[src/rtl/sat_add_arbiter.sv]
// Shared signed saturating adder behind a round-robin arbiter.
// Up to NUM_REQ requesters compete for one adder. The winner's result,
// overflow flag and ID are registered and held until the single downstream
// port accepts them. A saturating counter tracks accepted overflow responses.

// Signed saturating adder: two's-complement sum clamped on overflow.
module sat_add_arbiter_sadd #(
  parameter int W = 16
) (
  input  logic [W-1:0] a,
  input  logic [W-1:0] b,
  output logic [W-1:0] result,
  output logic         ovf
);
  logic [W-1:0] sum;

  // Overflow only when both operands share a sign and the sum flips it.
  always_comb begin
    sum    = a + b;
    ovf    = (a[W-1] == b[W-1]) & (sum[W-1] != a[W-1]);
    result = sum;
    if (ovf) result = a[W-1] ? {1'b1, {(W-1){1'b0}}} : {1'b0, {(W-1){1'b1}}};
  end
endmodule

module sat_add_arbiter #(
  parameter int DATA_WIDTH = 16,
  parameter int NUM_REQ    = 4,
  parameter int ID_WIDTH   = 2,
  parameter int CNT_WIDTH  = 8
) (
  input  logic                          clk,
  input  logic                          rst_n,
  input  logic [NUM_REQ-1:0]            req_valid,
  output logic [NUM_REQ-1:0]            req_ready,
  input  logic [NUM_REQ*DATA_WIDTH-1:0] req_a,
  input  logic [NUM_REQ*DATA_WIDTH-1:0] req_b,
  output logic                          rsp_valid,
  input  logic                          rsp_ready,
  output logic [ID_WIDTH-1:0]           rsp_id,
  output logic [DATA_WIDTH-1:0]         rsp_result,
  output logic                          rsp_overflow,
  output logic [CNT_WIDTH-1:0]          ovf_count,
  input  logic                          ovf_clear
);
  localparam int PTR_W = (NUM_REQ > 1) ? $clog2(NUM_REQ) : 1;

  typedef enum logic {IDLE = 1'b0, HOLD = 1'b1} state_e;

  typedef struct packed {
    logic [ID_WIDTH-1:0]   id;
    logic [DATA_WIDTH-1:0] result;
    logic                  ovf;
  } rsp_t;

  state_e               state_q, state_d;
  rsp_t                 rsp_q, rsp_d;
  logic [PTR_W-1:0]     rr_ptr_q, rr_ptr_d;
  logic [CNT_WIDTH-1:0] ovf_cnt_q, ovf_cnt_d;

  logic [NUM_REQ-1:0][DATA_WIDTH-1:0] a_arr, b_arr;
  logic [DATA_WIDTH-1:0]              a_sel, b_sel, sum_sat;
  logic                               sum_ovf;
  logic                               rsp_hs, accept_en, grant_any, grant;
  logic [PTR_W-1:0]                   grant_idx;
  logic [PTR_W:0]                     scan_idx;

  assign a_arr = req_a;
  assign b_arr = req_b;

  // A response leaves when held and accepted; a new one may enter the same cycle.
  assign rsp_hs    = (state_q == HOLD) & rsp_ready;
  assign accept_en = (state_q == IDLE) | rsp_hs;
  assign grant     = accept_en & grant_any;

  // Round-robin search from rr_ptr upward; scanning downward lets the
  // closest valid requester overwrite farther ones.
  always_comb begin
    grant_any = 1'b0;
    grant_idx = '0;
    scan_idx  = '0;
    for (int k = NUM_REQ - 1; k >= 0; k--) begin
      scan_idx = {1'b0, rr_ptr_q} + (PTR_W+1)'(k);
      if (scan_idx >= (PTR_W+1)'(NUM_REQ)) scan_idx = scan_idx - (PTR_W+1)'(NUM_REQ);
      if (req_valid[scan_idx[PTR_W-1:0]]) begin
        grant_any = 1'b1;
        grant_idx = scan_idx[PTR_W-1:0];
      end
    end
  end

  // Grant is combinational but forced off while reset is asserted.
  always_comb begin
    req_ready = '0;
    if (grant && rst_n) req_ready = NUM_REQ'(1) << grant_idx;
  end

  assign a_sel = a_arr[grant_idx];
  assign b_sel = b_arr[grant_idx];

  sat_add_arbiter_sadd #(.W(DATA_WIDTH)) u_sadd (
    .a      (a_sel),
    .b      (b_sel),
    .result (sum_sat),
    .ovf    (sum_ovf)
  );

  // Next-state: load response on grant, drop to IDLE when drained with no new grant.
  always_comb begin
    state_d  = state_q;
    rsp_d    = rsp_q;
    rr_ptr_d = rr_ptr_q;
    if (grant) begin
      state_d      = HOLD;
      rsp_d.id     = ID_WIDTH'(grant_idx);
      rsp_d.result = sum_sat;
      rsp_d.ovf    = sum_ovf;
      rr_ptr_d     = (grant_idx == PTR_W'(NUM_REQ - 1)) ? '0 : grant_idx + PTR_W'(1);
    end else if (rsp_hs) begin
      state_d = IDLE;
    end
  end

  // Overflow event counter: clear wins, otherwise saturating increment.
  always_comb begin
    ovf_cnt_d = ovf_cnt_q;
    if (ovf_clear)                             ovf_cnt_d = '0;
    else if (rsp_hs && rsp_q.ovf && !(&ovf_cnt_q)) ovf_cnt_d = ovf_cnt_q + CNT_WIDTH'(1);
  end

  // All state, with asynchronous active-low reset.
  always_ff @(posedge clk or negedge rst_n) begin
    if (!rst_n) begin
      state_q   <= IDLE;
      rsp_q     <= '0;
      rr_ptr_q  <= '0;
      ovf_cnt_q <= '0;
    end else begin
      state_q   <= state_d;
      rsp_q     <= rsp_d;
      rr_ptr_q  <= rr_ptr_d;
      ovf_cnt_q <= ovf_cnt_d;
    end
  end

  assign rsp_valid    = (state_q == HOLD);
  assign rsp_id       = rsp_q.id;
  assign rsp_result   = rsp_q.result;
  assign rsp_overflow = rsp_q.ovf;
  assign ovf_count    = ovf_cnt_q;

endmodule

[config.mk]
export PLATFORM = sky130hd
export DESIGN_NAME = sat_add_arbiter
export DESIGN_NICKNAME = d
export VERILOG_FILES = /design/src/rtl/sat_add_arbiter.sv
export SDC_FILE = /design/constraint.sdc
export NUM_CORES = 1
export LEC_CHECK = 0
export ABC_AREA = 1
export CORE_ASPECT_RATIO = 1.25
export CORE_MARGIN = 2
export CORE_UTILIZATION = 41
export CTS_CLUSTER_SIZE = 20
export DETAILED_ROUTE_END_ITERATION = 8
export PLACE_DENSITY = 0.86
export SLEW_MARGIN = 40
export SYNTH_ARGS = -nofsm -noshare
export SYNTH_HDL_FRONTEND = slang
export SYNTH_SLANG_ARGS = --single-unit
[constraint.sdc]
create_clock -name clk -period 5 [get_ports clk]
set_input_delay 0.5 -clock clk [delete_from_list [all_inputs] [get_ports clk]]
set_output_delay 0.5 -clock clk [all_outputs]
set_load 0.01 [all_outputs]
==> reports/summary.txt, run 1 <==
SETUP PATH
--------------------------------------------------------------------------------------
Worst Path Required .....................................................      5.16 ns
Bufs and invs on worst path .............................................            5
Levels on crit path .....................................................           20
Worst setup slack for register-to-register paths ........................      0.61 ns
Capture point of the critical path ...................................... rsp_result[8]
Max incr delay on CP ....................................................      0.48 ns
Worst-path maximum fanout ...............................................           55
Family with the most delay on the worst path ............................ compound AO/OA/AOI/OAI gates
Critical-path cell list ................................................. clkdlybuf4s50_1 > inv_1 > o21ai_0 > or2_4 > nand3_2 > nand2_4 > buf_4 > nor2_1 > o22ai_1 > ha_1 > nand3_1 > nand3_1 > a21oi_1 > o21ai_0 > a31oi_1 > inv_1 > nand3_4 > nand2_2 > inv_1 > a21oi_1
Worst endpoint data arrival time ........................................      4.62 ns
Depth of the most critical reg-to-reg path ..............................           22
Path type of the worst setup path ....................................... input port to flop
Crit path launch type ...................................................   input port
Most frequent cell on the critical path .................................        inv_1
Slowest CP cell ......................................................... clkdlybuf4s50_1
Endpoint type of the worst setup path ...................................         flop
Start point of the critical path ........................................ req_valid[2]
Worst flop-to-flop path endpoint ........................................ rsp_result[8]
Crit Reg-Reg Startpoint .................................................  rr_ptr_q[0]

CLOCKING
--------------------------------------------------------------------------------------
Source-to-sink clock delay at the later pin of the worst-skew pair ......      0.28 ns
Clock sink count ........................................................           30
Reg clk slew, reported paths ............................................      0.06 ns
CTS HTree Levels ........................................................            2
TritonCTS clock tree ....................................................          yes
Setup fix buffers added after clock tree synthesis ......................            0
PostCTS Resize Cnt ......................................................            0
Total CTS buffers .......................................................            5
CTS root buf ............................................................     clkbuf_8
# hold bufs at CTS ......................................................            0
Number of buffers on the longest clock path .............................            2

YOSYS
--------------------------------------------------------------------------------------
Compound-gate portion of the synthesized area ...........................       27.09%
Number of flops mapped to enable cells by yosys .........................            0
Synthesized netlist net count ...........................................          661
Dominant combinational cell family by area after synthesis .............. simple AND/OR/NAND/NOR gates
Synth warnings ..........................................................            0
Simple-gate share of the synthesized area ...............................       28.53%
Mux cell area share after synthesis .....................................           0%
XOR/XNOR Fraction of Synth Area .........................................       3.815%
Cell type with the largest total area after synthesis ...................      dfrtp_1
Avg Cell Area, Syn ......................................................  6.378 sq um
Fraction of the mapped netlist area in adder cells ......................       8.408%
Netlist area before placement ...........................................   3214 sq um
Most instantiated library cell after synthesis ..........................       nor2_1
Synth top area cells .................................................... dfrtp_1, o21ai_0, nor2_1
Cells after Synth .......................................................          504
Part of the Yosys area used for sequential elements .....................       23.36%
Number of distinct standard cells referenced by the synthesized netlist .           35
Ys flop type ............................................................      dfrtp_1
FF+latch count, synth ...................................................           30
Share of synthesized registers carrying an async set or reset ...........       100.0%
Share of Yosys cell area claimed by the top area cell type ..............       23.36%
Most used standard cells in the synthesized netlist ..................... nor2_1, nand2_1, o21ai_0, inv_1, nand3_1

DETAILED ROUTING
--------------------------------------------------------------------------------------
Number of DRC markers after the initial detailed-route iteration ........          191
Via-per-instance ratio ..................................................        5.419
Count of unresolved DRC violations after routing ........................            0
Routed length per placed instance ....................................... 13.80 microns
Via total after detailed routing ........................................         4113
Count of TritonRoute iterations in the first routing pass ...............            6
Antenna Nets Post-Route .................................................            0
Drt total wl ............................................................     10.48 mm

FINISH
--------------------------------------------------------------------------------------
Layout cells sized above 1 ..............................................       4.819%
Layout area overhead ....................................................       57.03%
Number of fill cells ....................................................          686
Diode insertion count for antenna repair ................................            0
Net count, final ........................................................          820

STA
--------------------------------------------------------------------------------------
Highest clock rate ......................................................    224.5 MHz
Setup repair after global routing missed its margin .....................        false
Final Setup Violations ..................................................            0
Final Cycle Share .......................................................       89.09%
Count of endpoints failing hold in the final timing report ..............            0
Tightest Pin Transition .................................................    0.7198 ns
Final critical-path required period .....................................     4.455 ns
Number of pins exceeding their max-slew limit in the final report .......            0
Max-slew headroom at the worst pin ......................................       51.96%
Final sum of negative setup slack .......................................         0 ns
Clock skew after layout .................................................  0.009325 ns

GRT
--------------------------------------------------------------------------------------
Largest net degree at the start of global routing .......................           56
Total routing usage reported by global routing ..........................       23.87%
Number of antenna violations at the first check in global routing .......            0
Overflow after GRT ......................................................            0
First-pass GRT wire length ..............................................     17.28 mm
Via count of the first global-routing pass ..............................         3955

PLACEMENT
--------------------------------------------------------------------------------------
Detailed placement HPWL .................................................     8.379 mm
Count of buffers from port buffering ....................................          167
Routability Congestion ..................................................       0.9651

FLOW RUN
--------------------------------------------------------------------------------------
Number of violations of the max-capacitance limit .......................            0

FLOORPLANNING
--------------------------------------------------------------------------------------
Initial Util ............................................................       41.73%
Core box area ...........................................................   7702 sq um
Die Outline Area ........................................................   8569 sq um
Die extent in y ......................................................... 103.0 microns
Horizontal extent of the die ............................................ 83.20 microns
IO Pins .................................................................          168
Number of standard-cell rows in the floorplan ...........................           36

MIN PATH
--------------------------------------------------------------------------------------
Hold WC Path Type ....................................................... flop to flop

OUTCOME
--------------------------------------------------------------------------------------
Status .................................................................. finished clean

-- state kept, by name, summed over array words and instances, names as in the netlist --
signal	count
ovf_count	8
rsp_id	2
rsp_overflow	1
rsp_result	16
rsp_valid	1
rr_ptr_q	2
-- per-layer routing --
| metal | GRT usage, % | vias to the layer above | wire [microns] |
|---|---|---|---|
| met4 | 7.818 | 0 | 228 |
| met1 | 26.85 | 1874 | 4179 |
| met5 | 0 | - | 0 |
| met3 | 3.203 | 20 | 616 |
| li1 | - | 2043 | - |
| met2 | 46.65 | 176 | 5451 |
-- tightest hold or removal path, delay by kind of cell (launching register included) --
kind,cells,cell delay (ns)
and+or+nand+nor,2,0.12
DFF,1,0.34
-- placed cells by master (no fill, tap or decap), types with 2 or more instances in the layout --
| cell | Yosys | final |
|---|---|---|
| clkdlybuf4s50_1 | 0 | 167 |
| nor2_1 | 80 | 80 |
| nand2_1 | 75 | 75 |
| o21ai_0 | 68 | 68 |
| inv_1 | 39 | 39 |
| nand3_1 | 34 | 34 |
| o22ai_1 | 30 | 30 |
| dfrtp_1 | 30 | 30 |
| o21ai_1 | 29 | 29 |
| a21oi_1 | 26 | 26 |
| ha_1 | 20 | 20 |
| buf_4 | 0 | 9 |
| xnor2_1 | 7 | 7 |
| xor2_1 | 7 | 7 |
| nor3_1 | 6 | 6 |
| clkbuf_8 | 0 | 6 |
| nand2_2 | 3 | 3 |
| nand3_2 | 3 | 3 |
| a31oi_1 | 3 | 3 |
| inv_2 | 2 | 2 |
| nand2_4 | 2 | 2 |
| nand4_1 | 2 | 2 |
| o21a_1 | 2 | 2 |
-- how the worst min path moves through the flow --
stage	endpoint	depth (start not counted)	start
6_report	rsp_id[0]	2	rsp_id[0]
5_1_grt	rsp_id[1]	2	rsp_id[1]
4_1_cts	rsp_id[0]	2	rsp_id[0]
3_5_place_dp	rsp_id[1]	2	rsp_id[1]
3_3_place_gp	rsp_id[1]	2	rsp_id[1]
2_1_floorplan	ovf_count[0]	0	rst_n
-- metrics by stage --
step	hold slack [ns]	utilization (%)	instances	area, sq um	setup slack, ns
after floorplan	0.2044	-	504	3214	1.261
after global placement	0.4712	64.30	751	4952	0.4702
after detailed placement	0.4845	64.30	751	4952	0.2966
after CTS	0.5000	65.53	759	5047	0.5762
after global routing	0.5224	65.53	759	5047	0.1728
final	0.4961	65.53	759	5047	0.5453
-- final cells by class --
cell class	instances	area, sq um	share of cell area, %
Tap cell	95	118.9	2.355
Clock buffer	6	82.58	1.636
Multi-Input combinational cell	408	2181	43.21
Inverter	42	162.7	3.223
Sequential cell	30	750.7	14.87
Timing Repair Buffer	176	1739	34.46
Clock inverter	2	12.51	0.2479
-- logic make-up (layout without fill, tap and decap cells) --
| kind of cell | count (synthesis) | after routing |
|---|---|---|
| AO/OA/AOI/OAI | 162 | 162 |
| XOR/XNOR | 14 | 14 |
| adder cells (fa/ha/maj) | 21 | 21 |
| buffers and inverters | 66 | 226 |
| flip-flops | 30 | 30 |
| AND/OR/NAND/NOR | 211 | 211 |
Power of run 1 is not shown: default switching activity piles up to over one toggle a cycle in this logic, so the estimate is an artifact.
==> run 2: changes to the inputs <==
- CAP_MARGIN: not set -> 20
==> results of run 2 <==
Final layout, timing and power as in run 1 (identical DEF).
Power of run 2 is left out for the same reason.
